--- src/rtl/cart_header_scan.sv ---
// Snoops the ROM download stream, captures the cartridge serial/region/checksum header and walks
// a serial table to raise quirk bits. Optional ROM checksum verification via ROM_CHECKSUM_EN.
module cart_header_scan #(
    parameter int                          NUM_QUIRKS  = 4,
    parameter int                          NUM_ENTRIES = 18,
    parameter logic [NUM_ENTRIES*64-1:0]   ENTRY_ID    = '0,
    parameter logic [NUM_ENTRIES*8-1:0]    ENTRY_QUIRK = '0
) (
    input  logic                  clk_sys,
    input  logic                  reset,
    input  logic                  ioctl_download,
    input  logic                  ioctl_wr,
    input  logic [24:0]           ioctl_addr,
    input  logic [15:0]           ioctl_data,
    output logic [NUM_QUIRKS-1:0] quirks,
    output logic                  matched,
    output logic [7:0]            match_index,
    output logic                  region_valid,
    output logic [1:0]            region_code,
    output logic                  header_done,
    output logic                  checksum_done,
    output logic                  checksum_ok
);

    localparam int IDX_W = (NUM_ENTRIES > 1) ? $clog2(NUM_ENTRIES) : 1;
    localparam logic [IDX_W-1:0] LAST_IDX = IDX_W'(NUM_ENTRIES - 1);

    localparam logic [1:0] ST_IDLE    = 2'd0;
    localparam logic [1:0] ST_CAPTURE = 2'd1;
    localparam logic [1:0] ST_MATCH   = 2'd2;
    localparam logic [1:0] ST_DONE    = 2'd3;

    localparam logic [24:0] A_ID0  = 25'h182;
    localparam logic [24:0] A_ID1  = 25'h184;
    localparam logic [24:0] A_ID2  = 25'h186;
    localparam logic [24:0] A_ID3  = 25'h188;
    localparam logic [24:0] A_ID4  = 25'h18A;
    localparam logic [24:0] A_REG0 = 25'h1F0;
    localparam logic [24:0] A_REG1 = 25'h1F2;

    logic [63:0] entry_id    [NUM_ENTRIES];
    logic [7:0]  entry_quirk [NUM_ENTRIES];

    for (genvar g = 0; g < NUM_ENTRIES; g++) begin : g_tbl
        assign entry_id[g]    = ENTRY_ID[g*64 +: 64];
        assign entry_quirk[g] = ENTRY_QUIRK[g*8 +: 8];
    end

    logic [1:0]            state_q, state_d;
    logic                  old_dl_q, old_dl_d;
    logic [63:0]           id_q, id_d;
    logic [IDX_W-1:0]      idx_q, idx_d;
    logic [NUM_QUIRKS-1:0] quirks_q, quirks_d;
    logic                  matched_q, matched_d;
    logic [7:0]            match_idx_q, match_idx_d;
    logic [7:0]            rb0_q, rb0_d, rb1_q, rb1_d, rb2_q, rb2_d;
    logic                  region_pend_q, region_pend_d;
    logic                  region_seen_q, region_seen_d;
    logic                  region_valid_q, region_valid_d;
    logic [1:0]            region_code_q, region_code_d;
    logic                  header_done_q, header_done_d;
    logic                  end_pend_q, end_pend_d;

    logic dl_rise, dl_fall, wr_en;
    assign dl_rise = ioctl_download & ~old_dl_q;
    assign dl_fall = ~ioctl_download & old_dl_q;
    assign wr_en   = ioctl_wr & ioctl_download;

    // Returns {valid, value} for an ASCII hex digit.
    function automatic logic [4:0] hex_digit(input logic [7:0] c);
        logic [4:0] r;
        r = '0;
        if (c >= "0" && c <= "9")      r = {1'b1, 4'(c - "0")};
        else if (c >= "A" && c <= "F") r = {1'b1, 4'(c - "A" + 8'd10)};
        else if (c >= "a" && c <= "f") r = {1'b1, 4'(c - "a" + 8'd10)};
        return r;
    endfunction

    logic       dec_valid;
    logic [1:0] dec_code;
    logic [4:0] hx;
    logic       has_u, has_e, has_j;

    always_comb begin
        hx        = hex_digit(rb0_q);
        has_u     = (rb0_q == "U") || (rb1_q == "U") || (rb2_q == "U");
        has_e     = (rb0_q == "E") || (rb1_q == "E") || (rb2_q == "E");
        has_j     = (rb0_q == "J") || (rb1_q == "J") || (rb2_q == "J");
        dec_valid = 1'b1;
        dec_code  = 2'd0;
        if (has_u)                dec_code = 2'd1;
        else if (has_e)           dec_code = 2'd2;
        else if (has_j)           dec_code = 2'd0;
        else if (hx[4] && hx[2])  dec_code = 2'd1;
        else if (hx[4] && hx[3])  dec_code = 2'd2;
        else if (hx[4] && hx[0])  dec_code = 2'd0;
        else                      dec_valid = 1'b0;
    end

    logic       hit, walk_end, id_restart;
    logic [7:0] qsel;

    always_comb begin
        // NOTE: every _d starts from its _q so no branch below can leave a latch behind.
        state_d        = state_q;
        old_dl_d       = ioctl_download;
        id_d           = id_q;
        idx_d          = idx_q;
        quirks_d       = quirks_q;
        matched_d      = matched_q;
        match_idx_d    = match_idx_q;
        rb0_d          = rb0_q;
        rb1_d          = rb1_q;
        rb2_d          = rb2_q;
        region_pend_d  = region_pend_q;
        region_seen_d  = region_seen_q;
        region_valid_d = region_valid_q;
        region_code_d  = region_code_q;
        header_done_d  = header_done_q;
        end_pend_d     = end_pend_q;
        hit            = (entry_id[idx_q] == id_q);
        qsel           = entry_quirk[idx_q];
        walk_end       = 1'b0;
        id_restart     = 1'b0;

        if (dl_rise) begin
            state_d        = ST_CAPTURE;
            id_d           = '0;
            idx_d          = '0;
            quirks_d       = '0;
            matched_d      = 1'b0;
            match_idx_d    = '0;
            rb0_d          = '0;
            rb1_d          = '0;
            rb2_d          = '0;
            region_pend_d  = 1'b0;
            region_seen_d  = 1'b0;
            region_valid_d = 1'b0;
            region_code_d  = '0;
            header_done_d  = 1'b0;
            end_pend_d     = 1'b0;
        end else begin
            if (region_pend_q) begin
                region_pend_d  = 1'b0;
                region_valid_d = dec_valid;
                region_code_d  = dec_code;
            end

            if (state_q == ST_MATCH) begin
                if (hit) begin
                    // Quirk indices beyond the vector still report the match.
                    for (int i = 0; i < NUM_QUIRKS; i++)
                        if (qsel == 8'(i)) quirks_d[i] = 1'b1;
                    matched_d   = 1'b1;
                    match_idx_d = 8'(idx_q);
                    walk_end    = 1'b1;
                end else if (idx_q == LAST_IDX) begin
                    walk_end = 1'b1;
                end else begin
                    idx_d = idx_q + IDX_W'(1);
                end
                if (walk_end) begin
                    if (end_pend_q) begin
                        state_d       = ST_IDLE;
                        header_done_d = 1'b1;
                        end_pend_d    = 1'b0;
                    end else begin
                        state_d = ST_DONE;
                    end
                end
            end

            if (state_q == ST_DONE && region_seen_q) header_done_d = 1'b1;

            if (wr_en && state_q != ST_IDLE) begin
                case (ioctl_addr)
                    A_ID0: begin
                        id_d[63:56] = ioctl_data[15:8];
                        id_restart  = (state_q == ST_MATCH) || (state_q == ST_DONE);
                    end
                    A_ID1: begin
                        id_d[55:40] = {ioctl_data[7:0], ioctl_data[15:8]};
                        id_restart  = (state_q == ST_MATCH) || (state_q == ST_DONE);
                    end
                    A_ID2: begin
                        id_d[39:24] = {ioctl_data[7:0], ioctl_data[15:8]};
                        id_restart  = (state_q == ST_MATCH) || (state_q == ST_DONE);
                    end
                    A_ID3: begin
                        id_d[23:8]  = {ioctl_data[7:0], ioctl_data[15:8]};
                        id_restart  = (state_q == ST_MATCH) || (state_q == ST_DONE);
                    end
                    A_ID4: begin
                        id_d[7:0]   = ioctl_data[7:0];
                        id_restart  = 1'b1;
                    end
                    A_REG0: begin
                        rb0_d = ioctl_data[7:0];
                        rb1_d = ioctl_data[15:8];
                    end
                    A_REG1: begin
                        rb2_d         = ioctl_data[7:0];
                        region_pend_d = 1'b1;
                        region_seen_d = 1'b1;
                    end
                    default: ;
                endcase
                if (id_restart) begin
                    state_d       = ST_MATCH;
                    idx_d         = '0;
                    quirks_d      = '0;
                    matched_d     = 1'b0;
                    match_idx_d   = '0;
                    header_done_d = 1'b0;
                end
            end

            // A walk still in flight finishes before header_done is raised.
            if (dl_fall) begin
                if (state_d == ST_MATCH) begin
                    end_pend_d = 1'b1;
                end else begin
                    state_d       = ST_IDLE;
                    header_done_d = 1'b1;
                end
            end
        end
    end

    always_ff @(posedge clk_sys) begin
        if (reset) begin
            state_q        <= ST_IDLE;
            old_dl_q       <= 1'b0;
            id_q           <= '0;
            idx_q          <= '0;
            quirks_q       <= '0;
            matched_q      <= 1'b0;
            match_idx_q    <= '0;
            rb0_q          <= '0;
            rb1_q          <= '0;
            rb2_q          <= '0;
            region_pend_q  <= 1'b0;
            region_seen_q  <= 1'b0;
            region_valid_q <= 1'b0;
            region_code_q  <= '0;
            header_done_q  <= 1'b0;
            end_pend_q     <= 1'b0;
        end else begin
            // NOTE: non-blocking updates so every register samples the same pre-edge state.
            state_q        <= state_d;
            old_dl_q       <= old_dl_d;
            id_q           <= id_d;
            idx_q          <= idx_d;
            quirks_q       <= quirks_d;
            matched_q      <= matched_d;
            match_idx_q    <= match_idx_d;
            rb0_q          <= rb0_d;
            rb1_q          <= rb1_d;
            rb2_q          <= rb2_d;
            region_pend_q  <= region_pend_d;
            region_seen_q  <= region_seen_d;
            region_valid_q <= region_valid_d;
            region_code_q  <= region_code_d;
            header_done_q  <= header_done_d;
            end_pend_q     <= end_pend_d;
        end
    end

    assign quirks       = quirks_q;
    assign matched      = matched_q;
    assign match_index  = match_idx_q;
    assign region_valid = region_valid_q;
    assign region_code  = region_code_q;
    assign header_done  = header_done_q;

`ifdef ROM_CHECKSUM_EN
    localparam logic [24:0] A_SUM  = 25'h18E;
    localparam logic [24:0] A_BODY = 25'h200;

    logic [15:0] sum_q, sum_d, hdr_sum_q, hdr_sum_d, word;
    logic        ck_done_q, ck_done_d, ck_ok_q, ck_ok_d;

    assign word = {ioctl_data[7:0], ioctl_data[15:8]};

    always_comb begin
        sum_d     = sum_q;
        hdr_sum_d = hdr_sum_q;
        ck_done_d = ck_done_q;
        ck_ok_d   = ck_ok_q;
        if (dl_rise) begin
            sum_d     = '0;
            hdr_sum_d = '0;
            ck_done_d = 1'b0;
            ck_ok_d   = 1'b0;
        end else begin
            if (wr_en && ioctl_addr == A_SUM)  hdr_sum_d = word;
            if (wr_en && ioctl_addr >= A_BODY) sum_d     = sum_q + word;
            if (dl_fall) begin
                ck_ok_d   = (sum_q == hdr_sum_q);
                ck_done_d = 1'b1;
            end
        end
    end

    always_ff @(posedge clk_sys) begin
        if (reset) begin
            sum_q     <= '0;
            hdr_sum_q <= '0;
            ck_done_q <= 1'b0;
            ck_ok_q   <= 1'b0;
        end else begin
            sum_q     <= sum_d;
            hdr_sum_q <= hdr_sum_d;
            ck_done_q <= ck_done_d;
            ck_ok_q   <= ck_ok_d;
        end
    end

    assign checksum_done = ck_done_q;
    assign checksum_ok   = ck_ok_q;
`else
    assign checksum_done = 1'b0;
    assign checksum_ok   = 1'b0;
`endif

endmodule
--- config.mk ---
export PLATFORM = sky130hd
export DESIGN_NAME = cart_header_scan
export DESIGN_NICKNAME = d
export VERILOG_FILES = /design/src/rtl/cart_header_scan.sv
export SDC_FILE = /design/constraint.sdc
export NUM_CORES = 1
export LEC_CHECK = 0
export BUFFER_PORTS_ARGS = -buffer_cell sky130_fd_sc_hd__buf_2
export CAP_MARGIN = 20
export CELL_PAD_IN_SITES_DETAIL_PLACEMENT = 0
export CELL_PAD_IN_SITES_GLOBAL_PLACEMENT = 1
export CORE_AREA = 2 2 108 110
export CTS_CLUSTER_SIZE = 24
export DETAILED_ROUTE_END_ITERATION = 12
export DIE_AREA = 0 0 110 112
export PLACE_DENSITY = 0.84
export SYNTH_ARGS = -nofsm -noshare
export SYNTH_HDL_FRONTEND = slang
export SYNTH_SLANG_ARGS = --single-unit
--- constraint.sdc ---
create_clock -name clk_sys -period 6.45 [get_ports clk_sys]
set_input_delay 1.6125 -clock clk_sys [delete_from_list [all_inputs] [get_ports clk_sys]]
set_output_delay 1.6125 -clock clk_sys [all_outputs]
set_load 0.02 [all_outputs]
# Word-level counts from Yosys, hierarchy flattened
# Memory sizes are Yosys's and may differ from the RTL's.
# Index checks and enable logic that the tools add are counted.
dict set report op_classes {
  add_sub_neg 6
  order_cmp 7
  n_eq_ne 24
  mux 68
  bitwise 7
  n_reduce_logical 27
}
# cell n
set op_table {}
lappend op_table {{$eq 25x9->1 const B} 7}
lappend op_table {{$mux 64} 2}
lappend op_table {{$eq 8x7->1 const B} 9}
lappend op_table {{$eq 64x64->1} 1}
lappend op_table {{$mux 8} 6}
lappend op_table {{$mux 5} 8}
lappend op_table {{$mux 1} 34}
lappend op_table {{$mux 2} 13}
lappend op_table {{$eq 8x2->1 const B} 2}
lappend op_table {{$ge 8x7->1 const B} 2}
lappend op_table {{$le 8x7->1 const B} 2}
lappend op_table {{$mux 4} 4}
lappend op_table {{$reduce_and 2->1} 7}
lappend op_table {{$sub 4x1->4 const B} 3}
lappend op_table {{$add 4x4->4 const B} 2}
lappend op_table {{$eq 8x1->1 const B} 1}
lappend op_table {{$ge 8x6->1 const B} 1}
lappend op_table {{$le 8x6->1 const B} 1}
lappend op_table {{$logic_and 1x1->1} 8}
lappend op_table {{$logic_not 8->1} 1}
lappend op_table {{$logic_or 1x1->1} 7}
lappend op_table {{$eq 2x2->1 const B} 3}
lappend op_table {{$ge 6x6->1 const B} 1}
lappend op_table {{$not 5->6} 1}
lappend op_table {{other kinds (9)} 13}
dict set report totals {
  reg_bits 116
  rom_bits 2304
  input_bits 45
  output_inout_bits 19
  elab_cells 162
  mem_count 2
}
# memory depth width read_ports rd_ports_with_merged_regs write_ports line
set memory_table {}
lappend memory_table {{(no name shown)} 32 64 1 0 0 121} ;# hit = (entry_id[idx_q] == id_q);
lappend memory_table {{(no name shown)} 32 8 1 0 0 122} ;# qsel = entry_quirk[idx_q];

# Depth between registers and ports, before layout
dict set report depth {
  word_depth 17
  depth_mapped 7
  ltp_nobuf 7
}

# Worst setup path before layout
# OpenSTA, ideal clock, no wires.
dict set report synth_timing {
  path_kind {in2reg}
  from {input ioctl_addr[11]}
  to {register id_q[2]}
  t_arrival_ns 3.232
  path_slack_ns 3.146
  path_stages 6
  path_buffers 1
  cell_sequence {nor4b_2 nand4b_1 nor4_4 and3_1 buf_4 mux2i_1}
}
dict set report synth_via {
  elab_chain_cells 2
}
# item line
set synth_lines {}
lappend synth_lines {{start, declared} 13} ;# input logic [24:0] ioctl_addr,
lappend synth_lines {{$eq 25x9->1} 176} ;# case (ioctl_addr)
lappend synth_lines {{$reduce_and 2->1 (no line)} -}
lappend synth_lines {{end signal, assigned} 252} ;# id_q <= id_d;
lappend synth_lines {{end, declared} 51} ;# logic [63:0] id_q, id_d;
# No other way between the ends.
# A chain may end at the register's enable or synchronous reset.

# Worst setup path in the final report
dict set report layout_timing {
  from {input ioctl_addr[11]}
  to {register id_q[0]}
}
# The elaborated chain is that of the path after synthesis.

==> results.tsv <==
metric	value	unit
endpoint	id_q[0]$_SDFFE_PP0P_	
worstPathRequired	6780	ps
core_area	11200	µm²
timing.final.ws_setup	3050	ps
yosys_warnings	0	
ioPinCount	64	
place.gp.congestion	0.753	
avgRoutedWirePerCell	15.4	µm
cts_tree	built	
pre_cts_slack	2610	ps
synth_top_family_by_area	simple AND/OR/NAND/NOR gates	
synthesis.instances	521	
worstMarginPinSlew	978	ps
crit_path_end_kind	flip-flop	
track_usage	19.7	%
setup_viol	0	
grt-ovfl-total	0	
num_vias	3888	
synth_top_area_share	46.0	%
utilization	52.3	%
crit_fanout	8	
nFillCells	995	
finalClockSkew	7.69	ps
hold_viol	0	
clkLatencyLatePin	410	ps
drc	0	
cap_violations	0	
ys.flop_type	dfxtp_1	
status	finished clean	
antenna_cells	0	
hold_class	flip-flop to flip-flop	
period_share	52.7	%
ir_drop	0.174	mV
r2r_cells	4	
synth_edf_count	0	
ys_top_cells_by_count	113 x dfxtp_1, 90 x nand2_1, 88 x mux2i_1	
cts.sinks	113	
slew_violations	0	
ctsHoldBuffers	0	
tns	0	ps
syn_avg_cell_area	9.43	µm²
numPortBuffers	58	
nets	621	
rrSetupSlack	4140	ps
area_growth	18.9	%
numCtsBuffers	17	
ys_seq_area_share	46.0	%
crit_path_start_kind	primary input	
crit_arrival	3730	ps
viasPerCell	5.34	
min_path_cells	2	
startpoint	ioctl_addr[11]	
num_rows	39	
synth.largest_area_cell	dfxtp_1	
ys_top_cells_by_area	dfxtp_1 46%, mux2i_1 18%, nand2_1 6.9%	
power_density	283	nW/µm²
dr.pass1.iters	4	
root_buffer	clkbuf_16	
path_class	primary input to flip-flop	
drt-initial-drc-count	161	
synth-seq-cells	113	
max_freq	294	MHz
antenna_found_initial	0	
cts.clk_slew.worst_paths	50	ps
antenna_left	0	
ys_async_sr_fraction	0	%
design_area	5840	µm²
synth_area	4910	µm²
fin_crit	3400	ps
synthXorXnorAreaFrac	0	%
yosys.area_share.simple	24.8	%
leakage	2.46	nW
synth.most_common_cell	dfxtp_1	
max_slew_margin	34.8	%
muxShareOfSynthArea	17.9	%
initial_utilization	44.0	%
r2r-start	state_q[1]$_SDFF_PP0_	
wirelength	11.2	mm
die_h	112	µm
rsz0062_at_grt	false	
total_power	1.66	mW
h-tree-depth	4	
place_area	5270	µm²
synth.distinct_cells	52	
grt_max_degree	85	
post_cts_resized	0	
chipWidth	110	µm
grt_pass1_vias	3868	
post_cts_buffers	0	
drive_above_1_share	18.8	%
cts.path.max_buffers	2	
grt_first_pass_wirelength	18.6	mm
dieArea	12300	µm²
reg2reg_to	idx_q[2]$_SDFF_PP0_	
synthAdderAreaFrac	0.509	%
synth_compound_area_share	6.64	%
dp_hpwl	7.89	mm
==> layer usage <==
metal / part of all wire [%] / GRT usage (%) / routed length, µm
met1: 47 / 24.4 / 5240
met2: 48 / 32.0 / 5410
met3: 2.7 / 4.80 / 301
met4: 2.4 / 8.69 / 269
met5: 0 / 0 / 0
==> critical path: stages <==
cell and delay (ps):
buf_2 100, nor4b_2 310, nand4b_1 250, nor4_4 600, and3_1 590, mux2i_1 260
==> cells by family after synthesis <==
family | count (synthesis)
AOI/OAI and AO/OA | 53
adders and majority gates | 2
buffers and inverters | 37
DFF | 113
muxes | 88
other | 1
and+or+nand+nor | 227
==> sequential cells by signal, indices dropped and copies added (netlist names), 2 cells and up <==
| name | flops |
|---|---|
| id_q | 64 |
| match_index | 8 |
| rb0_q | 8 |
| rb1_q | 8 |
| rb2_q | 8 |
| idx_q | 5 |
| region_code | 2 |
| state_q | 2 |
==> power by group <==
| group | switching [mW] | internal, mW |
|---|---|---|
| clock | 0.314 | 0.581 |
| combinational | 0.0419 | 0.0172 |
| sequential | 0.00167 | 0.700 |
==> layout make-up <==
cell class	instances	area (µm²)	share of cell area [%]
clock buffers	20	457	7.82
clock inverters	10	113	1.93
inverters	5	18.8	0.321
multi-input cells	375	2490	42.7
flip-flops and latches	113	2260	38.7
well taps	143	179	3.06
repair buffers	62	320	5.48
==> layout by cell type (no fill, tap or decap), types with 3 or more instances in the layout <==
master / synthesis / layout
nor4_1: 20 / 18
mux2i_1: 88 / 88
nand4b_1: 3 / 3
nand3_4: 3 / 3
dfxtp_1: 113 / 113
a21oi_1: 17 / 16
buf_2: 5 / 58
conb_1: 1 / 5
o21ai_0: 18 / 18
and3_1: 4 / 4
nand3_1: 13 / 13
buf_4: 6 / 4
clkinv_2: 0 / 4
nand4_1: 6 / 6
o31ai_1: 3 / 3
or4_1: 7 / 7
nand3b_1: 3 / 3
nand2_1: 90 / 90
clkbuf_16: 0 / 17
nor2b_1: 6 / 6
nor3_1: 5 / 5
or3_1: 4 / 4
nor2_1: 42 / 42
nor4_2: 1 / 3
nand2b_1: 4 / 4
inv_1: 5 / 5
==> stage by stage <==
stage / hold WS [ps] / cells
finish: 458 / 728
global route: 477 / 728
CTS: 458 / 728
detailed placement: 447 / 698
global placement: 442 / 698
floorplan: 434 / 525
==> worst min-delay path by stage <==
| stage | endpoint | startpoint | slack (ps) |
|---|---|---|---|
| floorplan | id_q[5]$_SDFFE_PP0P_ | id_q[5]$_SDFFE_PP0P_ | 430 |
| global placement | id_q[1]$_SDFFE_PP0P_ | id_q[1]$_SDFFE_PP0P_ | 440 |
| detailed placement | id_q[7]$_SDFFE_PP0P_ | id_q[7]$_SDFFE_PP0P_ | 450 |
| CTS | id_q[1]$_SDFFE_PP0P_ | id_q[1]$_SDFFE_PP0P_ | 460 |
| global route | id_q[15]$_SDFFE_PP0P_ | id_q[15]$_SDFFE_PP0P_ | 480 |
| finish | id_q[1]$_SDFFE_PP0P_ | id_q[1]$_SDFFE_PP0P_ | 460 |
Note: power is estimated with default switching activity, not from simulation.
